===== config.mk =====
export PLATFORM = sky130hd
export DESIGN_NAME = sr_cmd_debouncer
export DESIGN_NICKNAME = d
export VERILOG_FILES = /design/src/rtl/sr_cmd_pkg.sv /design/src/rtl/debounce_ch.sv /design/src/rtl/sr_cmd_debouncer.sv
export SDC_FILE = /design/constraint.sdc
export NUM_CORES = 1
export LEC_CHECK = 0
export ABC_AREA = 1
export CORE_UTILIZATION = 45
export DETAILED_ROUTE_END_ITERATION = 10
export PLACE_DENSITY = 0.71
export SLEW_MARGIN = 20
export SYNTH_ARGS = -nofsm -noshare
export SYNTH_HDL_FRONTEND = slang
export SYNTH_SLANG_ARGS = --single-unit

===== constraint.sdc =====
create_clock -name clk -period 1.2 [get_ports clk]
set_clock_uncertainty 0.1 [all_clocks]
set_input_delay 0.24 -clock clk [delete_from_list [all_inputs] [get_ports clk]]
set_output_delay 0.24 -clock clk [all_outputs]
set_load 0.1 [all_outputs]

===== src/rtl/sr_cmd_pkg.sv =====
// Shared types and defaults for the SR command debouncer: FSM state encoding,
// default timing constants and a counter-width helper.
package sr_cmd_pkg;

    typedef enum logic [1:0] {
        StIdle,
        StPulseS,
        StPulseR,
        StHoldoff
    } sr_cmd_state_e;

    localparam int unsigned DefDebounceCycles = 4;
    localparam int unsigned DefHoldoffCycles  = 2;

    // Width able to hold 0..n-1, never narrower than one bit.
    function automatic int unsigned cnt_width(input int unsigned n);
        return (n <= 2) ? 1 : $clog2(n);
    endfunction

endpackage


===== src/rtl/debounce_ch.sv =====
// One debounce channel: a raw level must hold a new value for DEBOUNCE_CYCLES
// consecutive samples before the debounced level follows; emits a registered
// one-cycle pulse on each debounced 0->1 transition.
module debounce_ch
    import sr_cmd_pkg::*;
#(
    parameter int unsigned DEBOUNCE_CYCLES = DefDebounceCycles
) (
    input  logic clk,
    input  logic rst,
    input  logic raw,
    output logic level,
    output logic rise
);

    localparam int unsigned CntW = cnt_width(DEBOUNCE_CYCLES);
    localparam logic [CntW-1:0] CntMax = CntW'(DEBOUNCE_CYCLES - 1);

    logic [CntW-1:0] cnt_q, cnt_d;
    logic            level_q, level_d;
    logic            rise_q, rise_d;

    always_comb begin
        cnt_d   = cnt_q;
        level_d = level_q;
        rise_d  = 1'b0;
        if (raw == level_q) begin
            cnt_d = '0;
        end else if (cnt_q == CntMax) begin
            // Final differing sample: this one completes the run.
            level_d = raw;
            cnt_d   = '0;
            rise_d  = raw;
        end else begin
            cnt_d = cnt_q + CntW'(1);
        end
    end

    always_ff @(posedge clk) begin
        if (rst) begin
            cnt_q   <= '0;
            level_q <= 1'b0;
            rise_q  <= 1'b0;
        end else begin
            cnt_q   <= cnt_d;
            level_q <= level_d;
            rise_q  <= rise_d;
        end
    end

    assign level = level_q;
    assign rise  = rise_q;

endmodule


===== src/rtl/sr_cmd_debouncer.sv =====
// Debounces raw set/clear requests into mutually exclusive one-cycle S/R pulses
// with a hold-off gap. Define SR_CMD_SYNC_EN to add two-flop input synchronizers.
module sr_cmd_debouncer
    import sr_cmd_pkg::*;
#(
    parameter int unsigned DEBOUNCE_CYCLES = DefDebounceCycles,
    parameter int unsigned HOLDOFF_CYCLES  = DefHoldoffCycles
) (
    input  logic clk,
    input  logic rst,
    input  logic set_in,
    input  logic clr_in,
    output logic S,
    output logic R,
    output logic busy,
    output logic conflict,
    output logic dropped
);

    localparam int unsigned HoldW = cnt_width(HOLDOFF_CYCLES);
    localparam logic [HoldW-1:0] HoldMax = HoldW'(HOLDOFF_CYCLES - 1);

    logic set_src, clr_src;

`ifdef SR_CMD_SYNC_EN
    logic [1:0] set_sync_q, clr_sync_q;

    always_ff @(posedge clk) begin
        if (rst) begin
            set_sync_q <= '0;
            clr_sync_q <= '0;
        end else begin
            set_sync_q <= {set_sync_q[0], set_in};
            clr_sync_q <= {clr_sync_q[0], clr_in};
        end
    end

    assign set_src = set_sync_q[1];
    assign clr_src = clr_sync_q[1];
`else
    assign set_src = set_in;
    assign clr_src = clr_in;
`endif

    logic set_level, set_rise;
    logic clr_level, clr_rise;

    debounce_ch #(
        .DEBOUNCE_CYCLES(DEBOUNCE_CYCLES)
    ) u_set_ch (
        .clk  (clk),
        .rst  (rst),
        .raw  (set_src),
        .level(set_level),
        .rise (set_rise)
    );

    debounce_ch #(
        .DEBOUNCE_CYCLES(DEBOUNCE_CYCLES)
    ) u_clr_ch (
        .clk  (clk),
        .rst  (rst),
        .raw  (clr_src),
        .level(clr_level),
        .rise (clr_rise)
    );

    // Debounced levels are only needed for observation inside the channels.
    logic unused_levels;
    assign unused_levels = set_level ^ clr_level;

    sr_cmd_state_e   state_q, state_d;
    logic [HoldW-1:0] hcnt_q, hcnt_d;
    logic            s_q, s_d;
    logic            r_q, r_d;
    logic            busy_q, busy_d;
    logic            conflict_q, conflict_d;
    logic            dropped_q, dropped_d;

    always_comb begin
        state_d    = state_q;
        hcnt_d     = hcnt_q;
        s_d        = 1'b0;
        r_d        = 1'b0;
        conflict_d = 1'b0;
        dropped_d  = 1'b0;
        unique case (state_q)
            StIdle: begin
                if (set_rise && clr_rise) begin
                    conflict_d = 1'b1;
                end else if (set_rise) begin
                    state_d = StPulseS;
                    s_d     = 1'b1;
                end else if (clr_rise) begin
                    state_d = StPulseR;
                    r_d     = 1'b1;
                end
            end
            StPulseS, StPulseR: begin
                dropped_d = set_rise | clr_rise;
                state_d   = StHoldoff;
                hcnt_d    = '0;
            end
            StHoldoff: begin
                dropped_d = set_rise | clr_rise;
                if (hcnt_q == HoldMax) begin
                    state_d = StIdle;
                    hcnt_d  = '0;
                end else begin
                    hcnt_d = hcnt_q + HoldW'(1);
                end
            end
            default: begin
                state_d = StIdle;
                hcnt_d  = '0;
            end
        endcase
        busy_d = (state_d != StIdle);
    end

    always_ff @(posedge clk) begin
        if (rst) begin
            state_q    <= StIdle;
            hcnt_q     <= '0;
            s_q        <= 1'b0;
            r_q        <= 1'b0;
            busy_q     <= 1'b0;
            conflict_q <= 1'b0;
            dropped_q  <= 1'b0;
        end else begin
            state_q    <= state_d;
            hcnt_q     <= hcnt_d;
            s_q        <= s_d;
            r_q        <= r_d;
            busy_q     <= busy_d;
            conflict_q <= conflict_d;
            dropped_q  <= dropped_d;
        end
    end

    assign S        = s_q;
    assign R        = r_q;
    assign busy     = busy_q;
    assign conflict = conflict_q;
    assign dropped  = dropped_q;

endmodule


Yosys cells after proc, flatten, opt, wreduce, memory -nomap -nowiden --
Cells that the tools add are included.
Storage, ports and cells: register bits 16, word-level logic and storage cells 56, output and inout bits 5, input bits 4
Cells by class: mux-type cells 10, bitwise gates (word level) 7, reductions and logical operators 16, add/sub/neg operators 3, equal/unequal tests 7
Operators with widths (count):
- $reduce_or A3 Y1 | 6
- $eq A2 B2 Y1 const B | 4
- $mux W2 | 4
- $not A1 Y1 | 6
- $pmux W2 S3 | 1
- $reduce_or A2 Y1 | 3
- $add A2 B1 Y2 const B | 2
- $mux W1 | 4
- $reduce_and A2 Y1 | 2
- $reduce_bool A2 Y1 | 2
- $reduce_or A4 Y1 | 1
- $eq A1 B1 Y1 | 2
- $eq A2 B1 Y1 const B | 1
- $logic_not A2 Y1 | 1
- $pmux W1 S2 | 1
- $add A1 B1 Y1 const B | 1
- $logic_and A1 B1 Y1 | 1
- $or A1 B1 Y1 | 1

Depth between registers and ports, before layout --
depth after elaboration 5, mapped depth 8, gate-level depth less buffers 8

Hierarchy --
Synthesis repeated with hierarchy kept, for this count alone.
Unflattened totals: cell total of the unflattened synthesis 85, area total of the unflattened synthesis 674.4 um2
By module, submodules not included:
- sr_cmd_debouncer | times used 1, area an instance 351.6 um2, cells each 47, seq. area each 160.2 um2
- debounce_ch | times used 2, area an instance 161.4 um2, cells each 19, seq. area each 80.1 um2

Worst setup path after synthesis --
OpenSTA, ideal clock, no wires.
kind register to output, from register r_q (netlist: R), to output port R, arrival time 0.909 ns, buffers on the path 0, stages on the path, launching flop included 1, setup slack -0.049 ns, required time 0.860 ns, path through dfxtp_1
RTL lines:
- from (decl) | RTL line sr_cmd_debouncer.sv:75 | logic r_q, r_d;
- from (signal assigned) | RTL line sr_cmd_debouncer.sv:134 | r_q <= r_d;
- to (decl) | RTL line sr_cmd_debouncer.sv:14 | output logic R,
No word-level cell between the ends.

Final worst setup path --
from register state_q[0], to register busy_q (netlist: busy)
On the way: longest elaborated chain between the ends 5, elaborated cells on any way between the ends 11
RTL lines:
- from (decl) | RTL line sr_cmd_debouncer.sv:72 | sr_cmd_state_e state_q, state_d;
- from (signal assigned) | RTL line sr_cmd_debouncer.sv:123 | state_q <= StIdle;
- from (signal assigned) | RTL line sr_cmd_debouncer.sv:131 | state_q <= state_d;
- $mux W2 | RTL line sr_cmd_debouncer.sv:94 | end else if (clr_rise) begin
- $mux W2 | RTL line sr_cmd_debouncer.sv:91 | end else if (set_rise) begin
- $mux W2 | RTL line sr_cmd_debouncer.sv:89 | if (set_rise && clr_rise) begin
- $pmux W2 S3 (*) | RTL line sr_cmd_debouncer.sv:87 | unique case (state_q)
- $reduce_bool A2 Y1 (*) | RTL line sr_cmd_debouncer.sv:118 | busy_d = (state_d != StIdle);
- to (signal assigned) | RTL line sr_cmd_debouncer.sv:135 | busy_q <= busy_d;
- to (decl) | RTL line sr_cmd_debouncer.sv:76 | logic busy_q, busy_d;
Mark *: on every way between the ends. The rest lies on a longest branch, timed or not. A chain may end at the register's enable or synchronous reset.

==> key figures <==
Power
  • Worst vdd ir: 0.703 mV
  • Reg power frac: 56.3%
  • Power Dens Cells: 973 nW/um2
  • Leakage power: 0.444 nW
  • Sw Ratio: 22.1%
  • Clk network pwr share: 37.7%
  • Logic gate share of total power: 6.0%
  • Tot Pwr: 0.964 mW
  • Internal power: 0.751 mW
  • Net switching power: 0.214 mW

Route
  • 1st-iter DRT viols: 13
  • Detail-routed net length per standard cell: 12.8 um
  • Final ANT Viol Nets: 0
  • Vias: 548
  • 1st-pass router iterations: 4
  • DRC: 0
  • Drt via density: 4.85
  • Final wirelength: 1450 um

Setup path
  • Most frequent CP cell: nor2_2
  • CP peak stage delay: 0.38 ns
  • Worst Setup End Kind: flop
  • Slowest cell on crit path: dfxtp_2
  • FF-to-FF setup slack: -0.03 ns
  • Crit Path Max Fanout: 3
  • Reg-to-reg startpoint: state_q[0]
  • CP Cell Sequence: inv_4, ha_4, inv_2, nor2_4, nand2_2, nor2_2, nor2_2, nand2_1
  • Worst Path Arrival: 1.32 ns
  • Worst EP required: 1.29 ns
  • CP Class: reg2reg
  • R2R Path End: busy
  • Crit start category: flop
  • Worst Reg2Reg Path Length in Cells: 8

Die
  • Die Height: 39.4 um
  • Number of I/O pins: 9
  • Chip Width: 39.4 um
  • Full die area: 1560 um2
  • Initial Util: 48.5%
  • Core area: 1300 um2
  • Cell Rows: 13

STA
  • Final setup margin: -0.0320 ns
  • Tmin final: 1.23 ns
  • Final setup vio count: 4
  • Slew headroom: 81.0%
  • Sum Neg Setup Slack: -0.0868 ns
  • Worst Max-Slew Pin Slew: 0.284 ns
  • Final hold vios: 0
  • Max Fclk: 812 MHz
  • Final slew viol count: 0
  • Unrepaired setup endpoints after global routing: true
  • Final Cycle Share: 103%

Clock network
  • Worst-skew pair later-pin latency: 0.30 ns
  • CTS tree: done
  • H-tree levels: 1
  • Clock transition at path regs: 0.10 ns
  • CTS max path bufs: 2
  • Root buffer selected by CTS: clkbuf_4
  • Num CTS Buffers: 3
  • CTS Hold Bufs: 0
  • Clk sink count: 16

Global route
  • Largest net degree at the start of global routing: 10
  • Global-route wire length before repair: 2230 um
  • Grt ovf: 0
  • Vias in the first global route: 543
  • Tot GR Track Use: 21.9%
  • Initial antenna violation count: 0

Yosys
  • Synth top area share: 50.8%
  • Syn Area/Cell: 8.08 um2
  • Seq/Total Area, Yosys: 50.8%
  • Mapped Area: 631 um2
  • Post-synthesis cell type count: 14
  • Synth warn: 0
  • Yosys top cell by area: dfxtp_1
  • Synth top area cells: dfxtp_1, ha_1, nand2_1
  • Post-Synthesis Cells: 78
  • Post-Syn Nets: 87
  • Synthesized flop and latch total: 16

Placement
  • Pre-CTS setup slack: -0.217 ns
  • Global placer's final weighted congestion: 0.814
  • IO buf count: 8
  • Post-DP HPWL: 774 um

Final layout
  • Area of the multi-input gates: 355 um2
  • Storage cell area: 329 um2
  • Most frequent cells in the layout: nand2_1, dfxtp_1, inv_1
  • ANT cells: 0
  • # fillers: 91
  • Commonest non-fill, non-tap cell in the layout: nand2_1
  • Synth-to-Final Area Change: 57.1%
  • NumNets Final: 108
  • Layout cells sized above 1: 45.9%

Hold path
  • Hold EP: u_set_ch.cnt_q[0]
  • Hold path depth: 1
  • Hold Path Class: reg2reg
  • Hold path start: u_set_ch.cnt_q[0]

Run status
  • Failing checks: negative setup slack
  • Status: complete, but fails checks

Run
  • Max-cap viol count: 0
## power by group through the flow
stage          clock network (mW)  registers (mW)  logic (mW)
2_1_floorplan                   0           0.556      0.0222
3_3_place_gp                    0           0.555      0.0456
3_5_place_dp                    0           0.555      0.0474
4_1_cts                     0.364           0.542      0.0541
5_1_grt                     0.382           0.544      0.0643
6_report                    0.364           0.542      0.0581
## synthesized netlist by cell type, drive strengths merged
master  instances
inv            13
xor2            2
nor2           14
a21oi           4
nand3b          1
o21ai           1
ha              5
dfxtp          16
nand3           4
o21a            1
nand2          15
nor3            2
## cell families (layout without fill, tap and decap cells)
group	Yosys count	after routing	synth area share, %
compound gates	6	6	5.16
xor+xnor	2	2	2.78
fa+ha+maj	5	5	9.92
buf+inv	13	33	7.74
flops	16	16	50.8
simple gates	36	36	23.6
## state kept, by name, summed over array words and instances (netlist names)
signal	cells
R	1
S	1
busy	1
conflict	1
dropped	1
hcnt_q	1
state_q	2
u_clr_ch.cnt_q	2
u_clr_ch.level	1
u_clr_ch.rise	1
u_set_ch.cnt_q	2
u_set_ch.level	1
u_set_ch.rise	1
## routing by layer
layer,routed length [um],global-route usage (%),up-vias
li1,-,-,281
met1,598,23.7,247
met2,766,35.7,15
met3,43,5.11,5
met4,38,18.1,0
met5,0,0,-
## area by class of cell
type,instances,area share [%]
Multi-Input combinational cell,49,35.9
Sequential cell,16,33.2
Timing Repair Buffer,16,19.9
Inverter,13,5.43
Clock buffer,4,3.66
Tap cell,15,1.89
## critical path, delay by kind of cell, from the launching register on
family / cells / cell delay (ns)
adders and majority gates: 1 / 0.17
buffers and inverters: 2 / 0.13
DFF: 1 / 0.38
and+or+nand+nor: 5 / 0.34
## through the flow
stage	std cells	utilization (%)	hold WS [ns]	cell area, um2
after detailed placement	105	62.7	0.311	816
after global placement	105	62.7	0.309	816
final	113	76.2	0.321	991
after floorplan	78	-	0.209	637
after global routing	113	76.2	0.351	991
after CTS	113	73.8	0.325	960
## repair_timing
item / CTS / global route
pin swaps: 10 / 5
buffers inserted: 4 / 0
resized for setup: 21 / 10
cloned: 0 / 0
endpoints found under the setup margin: 5 / 9
## worst max path at each step
| stage | startpoint | end | slack [ns] |
|---|---|---|---|
| 2_1_floorplan | state_q[0] | busy | 0.01 |
| 3_3_place_gp | rst | busy | -0.19 |
| 3_5_place_dp | rst | busy | -0.22 |
| 4_1_cts | state_q[0] | busy | 0.0003 |
| 5_1_grt | rst | conflict | -0.12 |
| 6_report | state_q[0] | busy | -0.03 |
Power figures use the tool's default switching activity.
